==> src/rtl/pipe_stage_elastic.sv <==
// pipe_stage_elastic: DEPTH-stage valid/ready pipeline register with an optional
// input skid entry. Empty stages fill during a stall, so bubbles collapse.
module pipe_stage_elastic #(
  parameter int DATA_WIDTH = 32,
  parameter int DEPTH      = 1,
  parameter int SKID       = 1,
  localparam int OCC_W     = $clog2(DEPTH + SKID + 1)
) (
  input  logic                  clk,
  input  logic                  rst_n,
  input  logic                  flush,
  input  logic                  in_valid,
  output logic                  in_ready,
  input  logic [DATA_WIDTH-1:0] in_data,
  output logic                  out_valid,
  input  logic                  out_ready,
  output logic [DATA_WIDTH-1:0] out_data,
  output logic [OCC_W-1:0]      occupancy
);

  logic [DEPTH-1:0]      v_reg;
  logic [DEPTH-1:0]      v_next;
  logic [DEPTH-1:0]      load;
  logic [DEPTH-1:0]      move;
  logic [DEPTH-1:0]      stage_in_v;
  logic [DATA_WIDTH-1:0] d_reg      [DEPTH];
  logic [DATA_WIDTH-1:0] stage_in_d [DEPTH];
  logic                  src_valid;
  logic [DATA_WIDTH-1:0] src_data;
  logic                  sv_next;
  logic [OCC_W-1:0]      occ_reg;
  logic [OCC_W-1:0]      occ_next;

  // Ready ripples backwards: a stage can load if it is empty or draining this cycle.
  always_comb begin
    logic ds_ready;
    ds_ready = out_ready;
    move     = '0;
    load     = '0;
    for (int k = DEPTH - 1; k >= 0; k--) begin
      move[k]  = v_reg[k] && ds_ready;
      load[k]  = !v_reg[k] || move[k];
      ds_ready = load[k];
    end
  end

  genvar gi;
  generate
    for (gi = 0; gi < DEPTH; gi++) begin : g_stage
      if (gi == 0) begin : g_head
        assign stage_in_v[gi] = src_valid;
        assign stage_in_d[gi] = src_data;
      end else begin : g_body
        assign stage_in_v[gi] = v_reg[gi-1];
        assign stage_in_d[gi] = d_reg[gi-1];
      end

      assign v_next[gi] = flush ? 1'b0 : (load[gi] ? stage_in_v[gi] : v_reg[gi]);

      // Data only moves with a valid payload; flushed entries leave stale data behind.
      always_ff @(posedge clk) begin
        if (!rst_n) begin
          d_reg[gi] <= '0;
        end else if (!flush && load[gi] && stage_in_v[gi]) begin
          d_reg[gi] <= stage_in_d[gi];
        end
      end
    end

    if (SKID != 0) begin : g_skid
      logic                  sv_reg;
      logic [DATA_WIDTH-1:0] sd_reg;
      logic                  in_fire;

      assign in_ready  = !sv_reg;
      assign in_fire   = in_valid && in_ready;
      assign src_valid = sv_reg || in_fire;
      assign src_data  = sv_reg ? sd_reg : in_data;
      assign sv_next   = flush ? 1'b0 : (sv_reg ? !load[0] : (in_fire && !load[0]));

      always_ff @(posedge clk) begin
        if (!rst_n) begin
          sv_reg <= 1'b0;
          sd_reg <= '0;
        end else begin
          sv_reg <= sv_next;
          if (!flush && in_fire && !load[0]) begin
            sd_reg <= in_data;
          end
        end
      end
    end else begin : g_no_skid
      assign in_ready  = load[0];
      assign src_valid = in_valid;
      assign src_data  = in_data;
      assign sv_next   = 1'b0;
    end
  endgenerate

  always_comb begin
    occ_next = OCC_W'(sv_next);
    for (int k = 0; k < DEPTH; k++) begin
      occ_next = occ_next + OCC_W'(v_next[k]);
    end
  end

  always_ff @(posedge clk) begin
    if (!rst_n) begin
      v_reg   <= '0;
      occ_reg <= '0;
    end else begin
      v_reg   <= v_next;
      occ_reg <= occ_next;
    end
  end

  assign out_valid = v_reg[DEPTH-1];
  assign out_data  = d_reg[DEPTH-1];
  assign occupancy = occ_reg;

endmodule

==> config.mk <==
export PLATFORM = sky130hd
export DESIGN_NAME = pipe_stage_elastic
export DESIGN_NICKNAME = d
export VERILOG_FILES = /design/src/rtl/pipe_stage_elastic.sv
export SDC_FILE = /design/constraint.sdc
export NUM_CORES = 1
export LEC_CHECK = 0
export ABC_CLOCK_PERIOD_IN_PS = 3600
export CAP_MARGIN = 10
export CELL_PAD_IN_SITES_DETAIL_PLACEMENT = 0
export CELL_PAD_IN_SITES_GLOBAL_PLACEMENT = 2
export CORE_MARGIN = 10
export CORE_UTILIZATION = 29
export CTS_BUF_LIST = sky130_fd_sc_hd__clkbuf_4
export CTS_CLUSTER_SIZE = 20
export DETAILED_ROUTE_END_ITERATION = 12
export HOLD_SLACK_MARGIN = 0.08
export PLACE_DENSITY = 0.75
export RECOVER_POWER = 50
export SLEW_MARGIN = 20
export SYNTH_ARGS = -nofsm -noshare
export SYNTH_HDL_FRONTEND = slang
export SYNTH_SLANG_ARGS = --single-unit
==> constraint.sdc <==
create_clock -name clk -period 3.6 [get_ports clk]
set_input_delay 0.54 -clock clk [delete_from_list [all_inputs] [get_ports clk]]
set_output_delay 0.54 -clock clk [all_outputs]
set_load 0.05 [all_outputs]
==> results_dict.tcl, run 1 <==
set metrics [dict create \
    avgRoutedWirePerCell_um 14.2 \
    fmax_mhz 369 \
    synth_top_cell_by_area "edfxtp_1" \
    multi_input_area_mm2 0.00111 \
    async_flop_share 0 \
    hold_viol 0 \
    dp_hpwl_um 4290 \
    instances_no_fill 467 \
    gp_congestion 0.655 \
    ys_ff_latch 68 \
    placedInstanceArea_mm2 0.00374 \
    synth_common_cells "64 x mux2i_1, 64 x nand2_1, 36 x dfxtp_1" \
    ir_drop_v 0.000151 \
    drt-vias-per-instance 4.28 \
    tightest_slew_ps 1080 \
    fin_crit_sh 0.754 \
    antenna_left 0 \
    cp_slowest_cell "dfxtp_1" \
    cp_cell_sequence "inv_2 -> clkdlybuf4s50_1" \
    worstPathRequired_ps 3060 \
    grt_pass1_wl_um 10800 \
    cts_num_sinks 68 \
    clock_skew_ps 20.9 \
    io_buffers 72 \
    cts_buffers 9 \
    setup_viol_count_final 0 \
    drtIter0Drc 58 \
    hold_depth 2 \
    drc_errors 0 \
    io_pins 73 \
    firstDrtPassIters 4 \
    synth.top_cell.area_share 0.330 \
    start_util 0.298 \
    ff_latch_area_mm2 0.00168 \
    r2r_cells 4 \
    drv_cap 0 \
    hp-class "reg -> reg" \
    synth_area_leaders "edfxtp_1 33%, dfxtp_1 25%, mux2i_1 22%" \
    grt_pass1_vias 2015 \
    routed_wl_um 6650 \
    p_leak_nw 1.30 \
    arrival_ps 2170 \
    avgSynthCellArea_um2 11.1 \
    antenna_found_initial 0 \
    diodes 0 \
    syn_area_mm2 0.00291 \
    slew_headroom 0.279 \
    n_fill_cell 1003 \
    netlist_instances 261 \
    area_delta_synth_final_pct 30.9 \
    overflow 0 \
    grt_max_degree 39 \
    finalSetupTns_ps 0 \
    vias 2000 \
    finalMaxSlewViolations 0 \
    synth_nets 299 \
    die_h_um 120 \
    htree_levels 3 \
    hold_buffers 0 \
    worstSetupStartpointType "register" \
    die_width_um 120 \
    post_cts_resized 0 \
    finish.utilization 0.390 \
    reg2reg_from "g_skid.sv_reg" \
    synth_flop_cell "dfxtp_1" \
    reg2reg_slack_ps 920 \
    core_area_mm2 0.00977 \
    ys.warnings.count 0 \
    worstSetupPathType "reg -> out" \
    seq_area_frac_synth 0.578 \
    dieArea_mm2 0.0144 \
    placedCellCount 452 \
    worst_path_largest_cell_delay_ps 1040 \
    layout-drive-gt1-share 0.0629 \
    rows 36 \
    clk_pin_slew_ps 110 \
    post-cts-setup-buffers 0 \
    reg2reg_to "g_skid.sd_reg[30]" \
    stdcell_area_mm2 0.00381 \
    grt_use_total 0.0944 \
    min_to "g_skid.sd_reg[14]" \
    synth_cell_types 18 \
    synth_edf_count 32 \
    cts-root-buf "clkbuf_4" \
    power_per_cell_area_mw_per_mm2 394 \
    end_kind "primary output" \
    final_nets 368 \
    status "finished clean" \
    worstPathMaxFanout 18 \
    rsz0062_at_grt "false" \
    clk_latency_ps 390 \
    clk_path_buf_depth 2 \
    cts_tree "yes" \
    layout_min_cycle_time_ps 2710 \
    worstHoldStart "g_skid.sd_reg[14]" \
]
critical path: cells and delay by family, from the launching register on:
family,cells,cell delay (ps)
flops,1,1040
buf+inv,2,760
layout by cell type (no fill, tap or decap), types with 3 or more instances in the layout:
cell type,count
mux2i_1,64
dfxtp_1,36
nand2_1,64
nor2_1,33
edfxtp_1,32
clkdlybuf4s50_1,71
clkbuf_4,10
clkinv_1,4
clkbuf_2,3
how the worst max path moves through the flow:
stage                              from                 to  slack, ps  cells past startpoint
after CTS                 g_skid.sv_reg           in_ready       1150                      2
after global routing      g_skid.sv_reg  g_skid.sd_reg[21]        670                      4
after global placement         in_valid       d_reg[0][22]       1350                      5
after floorplan               out_ready        d_reg[0][0]        940                      3
final                     g_skid.sv_reg           in_ready        890                      2
after detailed placement       in_valid       d_reg[0][16]       1310                      5
layer usage:
| metal | share of wire | GRT usage |
|---|---|---|
| met1 | 0.46 | 0.117 |
| met2 | 0.46 | 0.148 |
| met3 | 0.066 | 0.0323 |
| met4 | 0.012 | 0.0362 |
| met5 | 0 | 0 |
cell families after synthesis:
group                    Yosys count  share of synthesized area
AO/OA/AOI/OAI                      2                    0.00430
adder cells (fa/ha/maj)            1                    0.00430
buffers and inverters             21                     0.0409
flip-flops                        68                      0.578
multiplexers                      64                      0.220
AND/OR/NAND/NOR                  105                      0.152
metrics by stage:
| step | hold WS, ps | setup WS [ps] | power (mW) |
|---|---|---|---|
| after floorplan | 434 | 943 | 1.01 |
| after global placement | 442 | 1350 | 1.12 |
| after detailed placement | 449 | 1310 | 1.12 |
| after CTS | 466 | 1150 | 1.52 |
| after global routing | 474 | 670 | 1.57 |
| final | 463 | 887 | 1.50 |
where the power goes:
group,internal (mW),switching [mW]
clock network,0.137,0.262
logic,0.0961,0.157
registers,0.839,0.00892
total,1.07,0.428
final cells by class:
cell class	count	area share
Clock buffer	10	0.0197
Clock inverter	5	0.00526
Inverter	2	0.00197
Multi-Input combinational cell	172	0.292
Sequential cell	68	0.442
Tap cell	133	0.0437
Timing Repair Buffer	77	0.196
No activity file was read; power rests on OpenSTA's default activity.
==> run 2: changes to the inputs <==
ABC_CLOCK_PERIOD_IN_PS = 2400   (was 3600)
clock period = 2.4 ns   (was 3.6 ns; I/O delays follow)
==> run 2 against run 1 <==
Compared with the run above:
- sequential power rose by 50%
- die area did not move
- non-clock buffer count rose by 2
- highest routed layer unchanged
- routed wire length fell by 0.24%
- clock power rose by 55%
- worst hold slack got worse by 1.6 ps
==> results_dict.tcl, run 2 (synthesis gave the netlist of run 1 again) <==
set metrics [dict create \
    startpoint "g_skid.sv_reg" \
    cts_tree "yes" \
    finish.utilization 0.393 \
    worstHoldStart "g_skid.sd_reg[2]" \
    area_delta_synth_final_pct 32.0 \
    clk_latency_ps 400 \
    fin_hold_ws_ps 462 \
    avgRoutedWirePerCell_um 14.1 \
    dieArea_mm2 0.0144 \
    vias 2000 \
    antenna_found_initial 0 \
    status "finished clean" \
    gp_congestion 0.666 \
    worstPathRequired_ps 2040 \
    clk_pin_slew_ps 100 \
    switchingPower_uw 654 \
    hold_buffers 0 \
    clk_path_buf_depth 2 \
    clock_power_share 0.273 \
    overflow 0 \
    drv_cap 0 \
    start_util 0.298 \
    worstPathMaxFanout 12 \
    antenna_left 0 \
    instances_no_fill 470 \
    setup_viol_count_final 0 \
    final_nets 370 \
    firstDrtPassIters 4 \
    dp_hpwl_um 4500 \
    fin_crit_sh 0.871 \
    p_seq_frac 0.560 \
    n_fill_cell 991 \
    rsz0062_at_grt "false" \
    drtIter0Drc 38 \
    core_area_mm2 0.00977 \
    io_buffers 72 \
    p_leak_nw 1.32 \
    placedCellCount 454 \
    drt-vias-per-instance 4.26 \
    p_int_mw 1.62 \
    cp_slowest_cell "clkdlybuf4s50_1" \
    cts_buffers 9 \
    drc_errors 0 \
    htree_levels 3 \
    ir_drop_v 0.000285 \
    p_comb_frac 0.168 \
    post-cts-setup-buffers 0 \
    tightest_slew_ps 890 \
    power_per_cell_area_mw_per_mm2 592 \
    grt_pass1_wl_um 10900 \
    arrival_ps 1730 \
    grt_max_degree 69 \
    worst_path_largest_cell_delay_ps 810 \
    die_h_um 120 \
    hold_viol 0 \
    hold_depth 2 \
    routed_wl_um 6640 \
    reg2reg_from "g_skid.sv_reg" \
    layout_min_cycle_time_ps 2090 \
    finalSetupTns_ps 0 \
    multi_input_area_mm2 0.00111 \
    worstSetupStartpointType "register" \
    final_common_cell "clkdlybuf4s50_1" \
    fmax_mhz 478 \
    post_cts_resized 0 \
    grt_pass1_vias 2071 \
    finalMaxSlewViolations 0 \
    swShare 0.288 \
    diodes 0 \
    hp-class "reg -> reg" \
    r2r_cells 3 \
    cp_cell_sequence "inv_2 -> clkdlybuf4s50_1" \
    rows 36 \
    layout_common_cells "71 x clkdlybuf4s50_1, 64 x nand2_1, 64 x mux2i_1" \
    grt_use_total 0.0953 \
    slew_headroom 0.407 \
    cts_num_sinks 68 \
    io_pins 73 \
    worstSetupPathType "reg -> out" \
    die_width_um 120 \
    end_kind "primary output" \
    clock_skew_ps 10.4 \
    cts-root-buf "clkbuf_4" \
    ff_latch_area_mm2 0.00168 \
    layout-drive-gt1-share 0.0742 \
]
run 2: stage by stage:
step | power (mW) | cell area [um2] | setup slack [ps]
5_1_grt | 2.39 | 3840 | 219
2_1_floorplan | 1.52 | 2920 | 335
4_1_cts | 2.32 | 3880 | 222
3_5_place_dp | 1.69 | 3780 | 362
6_report | 2.27 | 3840 | 309
3_3_place_gp | 1.69 | 3780 | 440
run 2: metal layers:
layer,wire (um),global-route usage,part of all wire,vias to the layer above
li1,-,-,-,1020
met2,2960,0.149,0.45,57
met4,48,0.0249,0.0072,0
met1,3010,0.112,0.45,917
met5,0,0,0,-
met3,621,0.0511,0.094,6
run 2: final timing paths:
path                            to  slack, ps
hold / removal    g_skid.sd_reg[2]        460
setup reg to reg      d_reg[0][24]        420
setup / recovery          in_ready        310
hold reg to reg   g_skid.sd_reg[2]        460
run 2: power by group through the flow:
| stage | Clock, mW | Combinational (mW) | Sequential, mW |
|---|---|---|---|
| 4_1_cts | 0.656 | 0.392 | 1.27 |
| 3_5_place_dp | 0 | 0.391 | 1.30 |
| 6_report | 0.620 | 0.381 | 1.27 |
| 5_1_grt | 0.700 | 0.407 | 1.28 |
| 3_3_place_gp | 0 | 0.389 | 1.30 |
| 2_1_floorplan | 0 | 0.0855 | 1.44 |
run 2: layout make-up:
cell class / instances / area share
Timing Repair Buffer: 79 / 0.199
Tap cell: 133 / 0.0433
Sequential cell: 68 / 0.438
Inverter: 2 / 0.00195
Clock inverter: 6 / 0.00814
Multi-Input combinational cell: 172 / 0.290
Clock buffer: 10 / 0.0195
run 2: critical path: cells and delay by family, from the launching register on:
kind                   cells  cell delay, ps
buffers and inverters      2             900
DFF                        1             440
